File: config.mk
export PLATFORM = sky130hd
export DESIGN_NAME = find_topk_peaks
export DESIGN_NICKNAME = d
export VERILOG_FILES = /design/src/rtl/find_max_pkg.sv /design/src/rtl/topk_slot.sv /design/src/rtl/find_topk_peaks.sv
export SDC_FILE = /design/constraint.sdc
export NUM_CORES = 1
export LEC_CHECK = 0
export CAP_MARGIN = 20
export CORE_MARGIN = 2
export CORE_UTILIZATION = 63
export DETAILED_ROUTE_END_ITERATION = 10
export DONT_BUFFER_PORTS = 1
export PLACE_DENSITY = 0.79
export SLEW_MARGIN = 25
export SYNTH_ARGS = -nofsm -noshare
export SYNTH_HDL_FRONTEND = slang
export SYNTH_SLANG_ARGS = --single-unit
File: constraint.sdc
create_clock -name clk -period 3.2 [get_ports clk]
set_input_delay 0.64 -clock clk [delete_from_list [all_inputs] [get_ports clk]]
set_output_delay 0.64 -clock clk [all_outputs]
set_load 0.01 [all_outputs]
File: src/rtl/find_max_pkg.sv
// Shared definitions for the streaming top-K peak finder.
// Holds the FSM state encoding, default slot field widths and tuser bit positions.
// Optional feature macro used by the top: FIND_TOPK_LOCAL_PEAK_EN.
package find_max_pkg;

  typedef enum logic [1:0] {
    ST_COLLECT = 2'd0,
    ST_FLUSH   = 2'd1,
    ST_DRAIN   = 2'd2
  } state_t;

  localparam int unsigned DATA_W_DEF = 8;
  localparam int unsigned ADDR_W_DEF = 6;
  localparam int unsigned TOP_K_DEF  = 3;
  localparam int unsigned TOP_K_MAX  = 16;

  localparam int unsigned USER_WIDTH = 2;
  localparam int unsigned USER_VALID = 0;
  localparam int unsigned USER_OVF   = 1;

endpackage

File: src/rtl/topk_slot.sv
// One ranked cell of the top-K table, holding {valid, data, addr}.
// Ports:
//   clk, rst            clock, synchronous active-high reset
//   clr                 end-of-packet clear
//   shift_up            drain: take the slot below (moves ranks toward the output)
//   win                 candidate beats this slot
//   up_win              candidate also beats the slot above (so this slot takes the one above)
//   new_*               candidate sample
//   up_*, dn_*          neighbouring slot contents
//   slot_*              current slot contents
module topk_slot
  import find_max_pkg::*;
#(
  parameter int unsigned DATA_WIDTH = DATA_W_DEF,
  parameter int unsigned ADDR_WIDTH = ADDR_W_DEF
) (
  input  logic                  clk,
  input  logic                  rst,
  input  logic                  clr,
  input  logic                  shift_up,
  input  logic                  win,
  input  logic                  up_win,
  input  logic [DATA_WIDTH-1:0] new_data,
  input  logic [ADDR_WIDTH-1:0] new_addr,
  input  logic                  up_valid,
  input  logic [DATA_WIDTH-1:0] up_data,
  input  logic [ADDR_WIDTH-1:0] up_addr,
  input  logic                  dn_valid,
  input  logic [DATA_WIDTH-1:0] dn_data,
  input  logic [ADDR_WIDTH-1:0] dn_addr,
  output logic                  slot_valid,
  output logic [DATA_WIDTH-1:0] slot_data,
  output logic [ADDR_WIDTH-1:0] slot_addr
);

  // Load new, shift down from above on insertion, shift up while draining, or hold.
  always_ff @(posedge clk) begin
    if (rst || clr) begin
      slot_valid <= 1'b0;
      slot_data  <= '0;
      slot_addr  <= '0;
    end else if (shift_up) begin
      slot_valid <= dn_valid;
      slot_data  <= dn_data;
      slot_addr  <= dn_addr;
    end else if (win) begin
      if (up_win) begin
        slot_valid <= up_valid;
        slot_data  <= up_data;
        slot_addr  <= up_addr;
      end else begin
        slot_valid <= 1'b1;
        slot_data  <= new_data;
        slot_addr  <= new_addr;
      end
    end
  end

endmodule

File: src/rtl/find_topk_peaks.sv
// Streaming top-K finder: ranks the TOP_K largest samples of each tlast-delimited
// frame and emits them, largest first, as a TOP_K-beat AXI-stream packet.
// Build option: FIND_TOPK_LOCAL_PEAK_EN ranks only local maxima (adds a FLUSH cycle).
// Ports:
//   clk, rst                      clock, synchronous active-high reset
//   s_axis_tvalid/tlast/tdata     input magnitudes;  s_axis_tready input ready
//   m_axis_tready                 downstream ready
//   m_axis_tvalid/tlast           result beat valid / last rank
//   m_axis_tdata/taddr            ranked magnitude and its in-frame index
//   m_axis_tuser                  {frame_ovf, slot_valid}
module find_topk_peaks
  import find_max_pkg::*;
#(
  parameter int unsigned DATA_WIDTH = DATA_W_DEF,
  parameter int unsigned ADDR_WIDTH = ADDR_W_DEF,
  parameter int unsigned TOP_K      = TOP_K_DEF
) (
  input  logic                  clk,
  input  logic                  rst,
  input  logic                  s_axis_tvalid,
  input  logic                  s_axis_tlast,
  input  logic [DATA_WIDTH-1:0] s_axis_tdata,
  output logic                  s_axis_tready,
  input  logic                  m_axis_tready,
  output logic                  m_axis_tvalid,
  output logic                  m_axis_tlast,
  output logic [DATA_WIDTH-1:0] m_axis_tdata,
  output logic [ADDR_WIDTH-1:0] m_axis_taddr,
  output logic [USER_WIDTH-1:0] m_axis_tuser
);

  localparam int unsigned RANK_W = $clog2(TOP_K + 1);
  localparam logic [RANK_W-1:0]     RANK_LAST = RANK_W'(TOP_K - 1);
  localparam logic [ADDR_WIDTH-1:0] IDX_MAX   = '1;

  state_t            state_q, state_d;
  logic [RANK_W-1:0] rank_q, rank_d;
  logic              s_ready_q, s_ready_d;
  logic              m_valid_q, m_valid_d;
  logic              m_last_q, m_last_d;
  logic              shift_up, clr;
  logic              s_fire, m_fire;

  logic [ADDR_WIDTH-1:0] idx_q;
  logic                  sat_q, ovf_q;

  logic                  cand_en;
  logic [DATA_WIDTH-1:0] cand_data;
  logic [ADDR_WIDTH-1:0] cand_addr;

  logic [TOP_K-1:0]      win_c;
  logic [TOP_K-1:0]      slot_vld;
  logic [DATA_WIDTH-1:0] slot_dat [TOP_K];
  logic [ADDR_WIDTH-1:0] slot_adr [TOP_K];

  assign s_fire = s_axis_tvalid & s_ready_q;
  assign m_fire = m_valid_q & m_axis_tready;

  // State and registered handshake outputs.
  always_ff @(posedge clk) begin
    if (rst) begin
      state_q   <= ST_COLLECT;
      rank_q    <= '0;
      s_ready_q <= 1'b1;
      m_valid_q <= 1'b0;
      m_last_q  <= 1'b0;
    end else begin
      state_q   <= state_d;
      rank_q    <= rank_d;
      s_ready_q <= s_ready_d;
      m_valid_q <= m_valid_d;
      m_last_q  <= m_last_d;
    end
  end

  // Next state; drain walks the ranks by shifting the table toward slot 0.
  always_comb begin
    state_d  = state_q;
    rank_d   = rank_q;
    shift_up = 1'b0;
    clr      = 1'b0;
    case (state_q)
      ST_COLLECT: begin
        if (s_fire && s_axis_tlast) begin
`ifdef FIND_TOPK_LOCAL_PEAK_EN
          state_d = ST_FLUSH;
`else
          state_d = ST_DRAIN;
`endif
          rank_d = '0;
        end
      end
      ST_FLUSH: state_d = ST_DRAIN;
      ST_DRAIN: begin
        if (m_fire) begin
          if (rank_q == RANK_LAST) begin
            state_d = ST_COLLECT;
            rank_d  = '0;
            clr     = 1'b1;
          end else begin
            rank_d   = rank_q + RANK_W'(1);
            shift_up = 1'b1;
          end
        end
      end
      default: begin
        state_d = ST_COLLECT;
        rank_d  = '0;
      end
    endcase
    s_ready_d = (state_d == ST_COLLECT);
    m_valid_d = (state_d == ST_DRAIN);
    m_last_d  = m_valid_d && (rank_d == RANK_LAST);
  end

  // In-frame index: saturates at IDX_MAX; any beat after the saturated one flags overflow.
  always_ff @(posedge clk) begin
    if (rst || clr) begin
      idx_q <= '0;
      sat_q <= 1'b0;
      ovf_q <= 1'b0;
    end else if (s_fire) begin
      if (sat_q) begin
        ovf_q <= 1'b1;
      end else if (idx_q == IDX_MAX) begin
        sat_q <= 1'b1;
      end else begin
        idx_q <= idx_q + ADDR_WIDTH'(1);
      end
    end
  end

`ifdef FIND_TOPK_LOCAL_PEAK_EN
  // Sample i is held until beat i+1 (or FLUSH) supplies its right-hand neighbour.
  logic [DATA_WIDTH-1:0] prev_q, cur_data_q, nxt_data;
  logic [ADDR_WIDTH-1:0] cur_addr_q;
  logic                  cur_have_q;

  always_comb begin
    nxt_data  = (state_q == ST_FLUSH) ? '0 : s_axis_tdata;
    cand_en   = cur_have_q && (s_fire || (state_q == ST_FLUSH)) &&
                (cur_data_q > prev_q) && (cur_data_q >= nxt_data);
    cand_data = cur_data_q;
    cand_addr = cur_addr_q;
  end

  always_ff @(posedge clk) begin
    if (rst || clr) begin
      prev_q     <= '0;
      cur_data_q <= '0;
      cur_addr_q <= '0;
      cur_have_q <= 1'b0;
    end else if (s_fire) begin
      prev_q     <= cur_data_q;
      cur_data_q <= s_axis_tdata;
      cur_addr_q <= idx_q;
      cur_have_q <= 1'b1;
    end
  end
`else
  assign cand_en   = s_fire;
  assign cand_data = s_axis_tdata;
  assign cand_addr = idx_q;
`endif

  // Sorted slot table; strict compare keeps the earlier index ahead on ties.
  for (genvar g = 0; g < TOP_K; g++) begin : g_slot
    logic                  up_win, up_valid, dn_valid;
    logic [DATA_WIDTH-1:0] up_data, dn_data;
    logic [ADDR_WIDTH-1:0] up_addr, dn_addr;

    assign win_c[g] = cand_en & (~slot_vld[g] | (cand_data > slot_dat[g]));

    if (g == 0) begin : g_first
      assign up_win   = 1'b0;
      assign up_valid = 1'b0;
      assign up_data  = '0;
      assign up_addr  = '0;
    end else begin : g_inner_up
      assign up_win   = win_c[g-1];
      assign up_valid = slot_vld[g-1];
      assign up_data  = slot_dat[g-1];
      assign up_addr  = slot_adr[g-1];
    end

    if (g == TOP_K - 1) begin : g_last
      assign dn_valid = 1'b0;
      assign dn_data  = '0;
      assign dn_addr  = '0;
    end else begin : g_inner_dn
      assign dn_valid = slot_vld[g+1];
      assign dn_data  = slot_dat[g+1];
      assign dn_addr  = slot_adr[g+1];
    end

    topk_slot #(
      .DATA_WIDTH (DATA_WIDTH),
      .ADDR_WIDTH (ADDR_WIDTH)
    ) u_slot (
      .clk        (clk),
      .rst        (rst),
      .clr        (clr),
      .shift_up   (shift_up),
      .win        (win_c[g]),
      .up_win     (up_win),
      .new_data   (cand_data),
      .new_addr   (cand_addr),
      .up_valid   (up_valid),
      .up_data    (up_data),
      .up_addr    (up_addr),
      .dn_valid   (dn_valid),
      .dn_data    (dn_data),
      .dn_addr    (dn_addr),
      .slot_valid (slot_vld[g]),
      .slot_data  (slot_dat[g]),
      .slot_addr  (slot_adr[g])
    );
  end

  assign s_axis_tready            = s_ready_q;
  assign m_axis_tvalid            = m_valid_q;
  assign m_axis_tlast             = m_last_q;
  assign m_axis_tdata             = slot_dat[0];
  assign m_axis_taddr             = slot_adr[0];
  assign m_axis_tuser[USER_VALID] = slot_vld[0];
  assign m_axis_tuser[USER_OVF]   = ovf_q;

endmodule

Yosys cells after proc, flatten, opt, wreduce, memory -nomap -nowiden
Cells that the tools add are included.
Widths: inputs -> output; s select.
{"block": "classes", "addsub": 2, "n_lt_le_gt_ge": 3, "eq_ne": 6, "mux": 34, "bitwise_logic": 13, "reduce_logical": 10}
{"operator": "$mux 8", "count": 6}
{"operator": "$mux 6", "count": 6}
{"operator": "$gt 8x8->1", "count": 3}
{"operator": "$mux 1", "count": 14}
{"operator": "$mux 2", "count": 6}
{"operator": "$pmux 2 s3", "count": 2}
{"operator": "$eq 2x2->1 const B", "count": 4}
{"operator": "$add 6x1->6 const B", "count": 1}
{"operator": "$eq 6x6->1 const B", "count": 1}
{"operator": "$and 1x1->1", "count": 5}
{"operator": "$not 1->1", "count": 5}
{"operator": "$logic_not 2->1", "count": 2}
{"operator": "$reduce_bool 2->1", "count": 2}
{"operator": "$or 1x1->1", "count": 3}
{"operator": "$reduce_and 3->1", "count": 1}
{"operator": "$add 2x1->2 const B", "count": 1}
{"operator": "$eq 2x1->1 const B", "count": 1}
{"operator": "$logic_and 1x1->1", "count": 2}
{"operator": "$reduce_and 2->1", "count": 1}
{"operator": "$reduce_or 2->1", "count": 1}
{"operator": "$logic_or 1x1->1", "count": 1}
{"block": "totals", "reg_bits": 60, "input_bits": 13, "output_inout_bits": 19, "elab_cells": 85}

Logic depth before layout (Yosys ltp)
{"block": "logic_depth", "depth_word": 6, "depth_mapped": 10, "ltp_nobuf": 8}

Cells and area by module
A second synthesis with hierarchy kept.
{"block": "hier_totals", "cells_unflattened": 461, "hier_area_um2": 3857.4}
{"module": "topk_slot", "instances": 3, "cells_per_inst": 101, "area_per_inst_um2": 847.1, "seq_area_each_um2": 300.3}
{"module": "find_topk_peaks", "instances": 1, "cells_per_inst": 158, "area_per_inst_um2": 1316.3, "seq_area_each_um2": 300.3}

Worst setup path before layout
OpenSTA, ideal clock, no wires.
{"block": "synth_timing", "path_kind": "input -> register", "startpoint": "input s_axis_tdata[5]", "endpoint": "register g_slot[2].u_slot.slot_addr[3]", "setup_ns": 0.117, "arrival_time_ns": 2.324, "t_required_ns": 3.083, "setup_slack_ns": 0.758, "stages": 9, "path_cell_list": "ha_1 a211o_1 o211ai_2 nand2b_1 or3_4 and4_4 buf_6 buf_6 a32o_1"}
{"block": "synth_between", "elab_chain_len": 4}
{"element": "start, declared", "line": "find_topk_peaks.sv:22", "rtl": "input logic [DATA_WIDTH-1:0] s_axis_tdata,"}
{"element": "$gt 8x8->1", "line": "find_topk_peaks.sv:172", "rtl": "assign win_c[g] = cand_en & (~slot_vld[g] | (cand_data > slot_dat[g]));"}
{"element": "$or 1x1->1", "line": "find_topk_peaks.sv:172"}
{"element": "$and 1x1->1", "line": "find_topk_peaks.sv:172"}
{"element": "$mux 6", "line": "topk_slot.sv:47", "rtl": "if (up_win) begin"}
{"element": "end signal, assigned", "line": "topk_slot.sv:45", "rtl": "slot_addr <= dn_addr;"}
{"element": "end signal, assigned", "line": "topk_slot.sv:50", "rtl": "slot_addr <= up_addr;"}
{"element": "end signal, assigned", "line": "topk_slot.sv:54", "rtl": "slot_addr <= new_addr;"}
{"element": "end, declared", "line": "topk_slot.sv:33", "rtl": "output logic [ADDR_WIDTH-1:0] slot_addr"}
Parallel ways exist; a longest one is shown, timed or not.
A chain may end at the register's enable or synchronous reset.

Worst setup path in the final report
{"block": "layout_timing", "startpoint": "register g_slot[1].u_slot.slot_data[5]", "endpoint": "register g_slot[2].u_slot.slot_data[5]"}
{"block": "layout_between", "elab_chain_len": 4}
{"element": "start, declared", "line": "topk_slot.sv:32", "rtl": "output logic [DATA_WIDTH-1:0] slot_data,"}
{"element": "start signal, assigned", "line": "topk_slot.sv:44", "rtl": "slot_data <= dn_data;"}
{"element": "start signal, assigned", "line": "topk_slot.sv:49", "rtl": "slot_data <= up_data;"}
{"element": "start signal, assigned", "line": "topk_slot.sv:53", "rtl": "slot_data <= new_data;"}
{"element": "$gt 8x8->1", "line": "find_topk_peaks.sv:172"}
{"element": "$or 1x1->1", "line": "find_topk_peaks.sv:172"}
{"element": "$and 1x1->1", "line": "find_topk_peaks.sv:172"}
{"element": "$mux 8 *", "line": "topk_slot.sv:47"}
{"element": "end signal, assigned", "line": "topk_slot.sv:44"}
{"element": "end signal, assigned", "line": "topk_slot.sv:49"}
{"element": "end signal, assigned", "line": "topk_slot.sv:53"}
{"element": "end, declared", "line": "topk_slot.sv:32"}
Mark *: on every way between the ends. The rest lies on a longest branch, timed or not.

==> results.yml <==
layout:
  area_delta_synth_final_pct: 6.15
  final_common_cell: "dfxtp_1"
  antenna_cells: 0
  nNetsFinal: 400
  drive_gt1_frac: 0.106
  final_cell_area_um2: 3560
  final_cell_mix: "60 x dfxtp_1, 31 x nor2_1, 29 x mux2i_1, 27 x inv_1, 25 x ha_1"
  final_cells: 437
  n_fill_cell: 415
global_route:
  overflow: 0
  grt_usage: 0.265
  grt_max_degree: 29
  grt_pass1_wl_um: 12500
  grt_pass1_vias: 2632
  antenna_found_initial: 0
floorplanning:
  num_rows: 26
  die_h_um: 77.0
  core_area_um2: 5110
  pin_count: 32
  dieArea_um2: 5920
  floorplan.initialDensity: 0.657
  die_x_um: 77.0
logic_synthesis:
  postSynthAreaPerCell_um2: 9.19
  netlist_area_um2: 3350
  synth-edff-count: 0
  syn_nets: 403
  yosysTopAreaCellShare: 0.358
  synth_flop_cell: "dfxtp_1"
  synth_top_cell_by_area: "dfxtp_1"
  synth_area_leaders: "dfxtp_1 36%, ha_1 9.3%, mux2i_1 8.7%"
  synth_cell_types: 53
  synthArstFlopShare: 0
  syn_inst: 365
  ys_seq_area_frac: 0.358
  synth_seq_cells: 60
  ys_warn_count: 0
sta:
  worst_slew_pin_slew_ns: 0.902
  timing.fmax_mhz: 382
  hold_viol: 0
  tns_ns: 0
  setup_viol: 0
  slew_headroom: 0.399
  finalCritPeriodShare: 0.817
  rsz0062_at_grt: "no"
  hold_slack_ns: 0.363
  min_period_ns: 2.62
  skew_ns: 0.00619
  maxSlewViolCount: 0
pwr:
  ir_drop_mv: 0.338
  pwr_density_cell_nw_per_um2: 480
  p_leak_nw: 1.44
placement:
  place_area_um2: 3390
  dp.cells: 421
  routabilityCongestion: 0.876
  dp_hpwl_um: 5240
  port_buffers: 0
critical_path:
  critPathSlowestCell: "nand3_2"
  critPathBufInv: 1
  cpLargestDelayFamily: "simple AND/OR/NAND/NOR gates"
  crit_path_max_incr_delay_ns: 0.50
  cp-end-kind: "flip-flop"
  crit_chain: "inv_1, ha_1, a211o_1, a21oi_2, nand4_2, nand3_2, or2b_1, a32o_1"
  critPathLaunchType: "flip-flop"
  cp.required_ns: 3.43
  r2r-start: "g_slot[1].u_slot.slot_data[5]"
  crit_arrival_ns: 2.85
  critical_path_class: "reg2reg"
  worstSetupStartpoint: "g_slot[1].u_slot.slot_data[5]"
  crit_fanout: 28
run:
  cap_violations: 0
worst_hold_path:
  hp-start: "rst"
  hp-class: "in2reg"
clocking:
  cts.hold.buffers_added: 0
  cts_tree: "built"
  clk_latency_ns: 0.34
  cts_made_buffers: 9
  htree_levels: 3
  ctsResizeCount: 0
  clockRootBuffer: "clkbuf_8"
  clock-sinks: 60
  clockBufferDepth: 2
  clkSlewWorstSetupHoldPaths_ns: 0.06
  cts_setup_buffers: 0
drt:
  via_count: 2715
  viasPerCell: 6.21
  wirelength_um: 7440
  drt-pass1-iter-count: 4
  ant_nets: 0
  wl_per_cell_um: 17.0
  drc: 0
  drt_iter0_drc: 163
status:
  status: "complete, no violations"
==> Yosys cell counts, drive strengths merged (11+ instances only) <==
cell	n
a21oi	13
dfxtp	60
a211oi	17
nor2	31
inv	27
o21ai	20
a32o	14
nand2b	11
buf	12
ha	25
mux2i	29
a32oi	15
nand2	12
==> layout make-up <==
cell class | count | area (um2) | share of cell area
multi-input combinational | 258 | 1940 | 0.546
clock inverter | 5 | 27.5 | 0.00773
timing repair buffer | 6 | 57.6 | 0.0162
clock buffer | 11 | 141 | 0.0397
tap | 70 | 87.6 | 0.0246
sequential | 60 | 1200 | 0.337
inverter | 27 | 101 | 0.0285
==> metal layers <==
layer,global-route usage,up-vias,share of wire
li1,-,1341,-
met1,0.334,1293,0.46
met2,0.435,68,0.48
met3,0.0859,13,0.052
met4,0.0732,0,0.012
met5,0,-,0
==> metrics by stage <==
stage	setup slack (ns)	total power, W	utilization
after floorplan	0.758	0.00106	-
after global placement	0.479	0.00111	0.664
after detailed placement	0.391	0.00113	0.664
after CTS	0.607	0.00172	0.697
after global routing	0.433	0.00179	0.697
final	0.584	0.00171	0.697
==> worst paths after layout <==
kind	end	slack, ns	depth (start not counted)
max	g_slot[2].u_slot.slot_data[5]	0.58	8
min	state_q[1]	0.36	1
max reg2reg	g_slot[2].u_slot.slot_data[5]	0.58	8
min reg2reg	g_slot[2].u_slot.slot_addr[4]	0.48	1
==> cell families after synthesis <==
family / after synthesis / share of synthesized area
AO/OA/AOI/OAI: 96 / 0.216
XOR/XNOR: 5 / 0.0131
adder cells (fa/ha/maj): 25 / 0.0932
buffers and inverters: 47 / 0.0656
flip-flops: 60 / 0.358
multiplexers: 29 / 0.0865
other: 1 / 0.00112
AND/OR/NAND/NOR: 102 / 0.166
==> worst reg2reg max path: cells and delay by family (launching register included) <==
kind	cells	cell delay, ns
adders and majority gates	1	0.30
buffers and inverters	1	0.08
AOI/OAI and AO/OA	3	0.72
DFF	1	0.35
and+or+nand+nor	3	1.06
==> power breakdown <==
part,total [W],switching [W],internal [W]
clock network,0.000596,0.000300,0.000296
logic,0.000285,0.000161,0.000124
registers,0.000827,0.0000453,0.000782
==> flip-flops by register name (all words and copies together) (netlist names) <==
register and cells:
g_slot.u_slot.slot_addr 18, ovf_q 1, m_axis_tvalid 1, s_axis_tready 1, m_axis_tlast 1, cand_addr 6, state_q 2, g_slot.u_slot.slot_valid 3
sat_q 1, rank_q 2, g_slot.u_slot.slot_data 24
(Power assumes the default switching activity.)
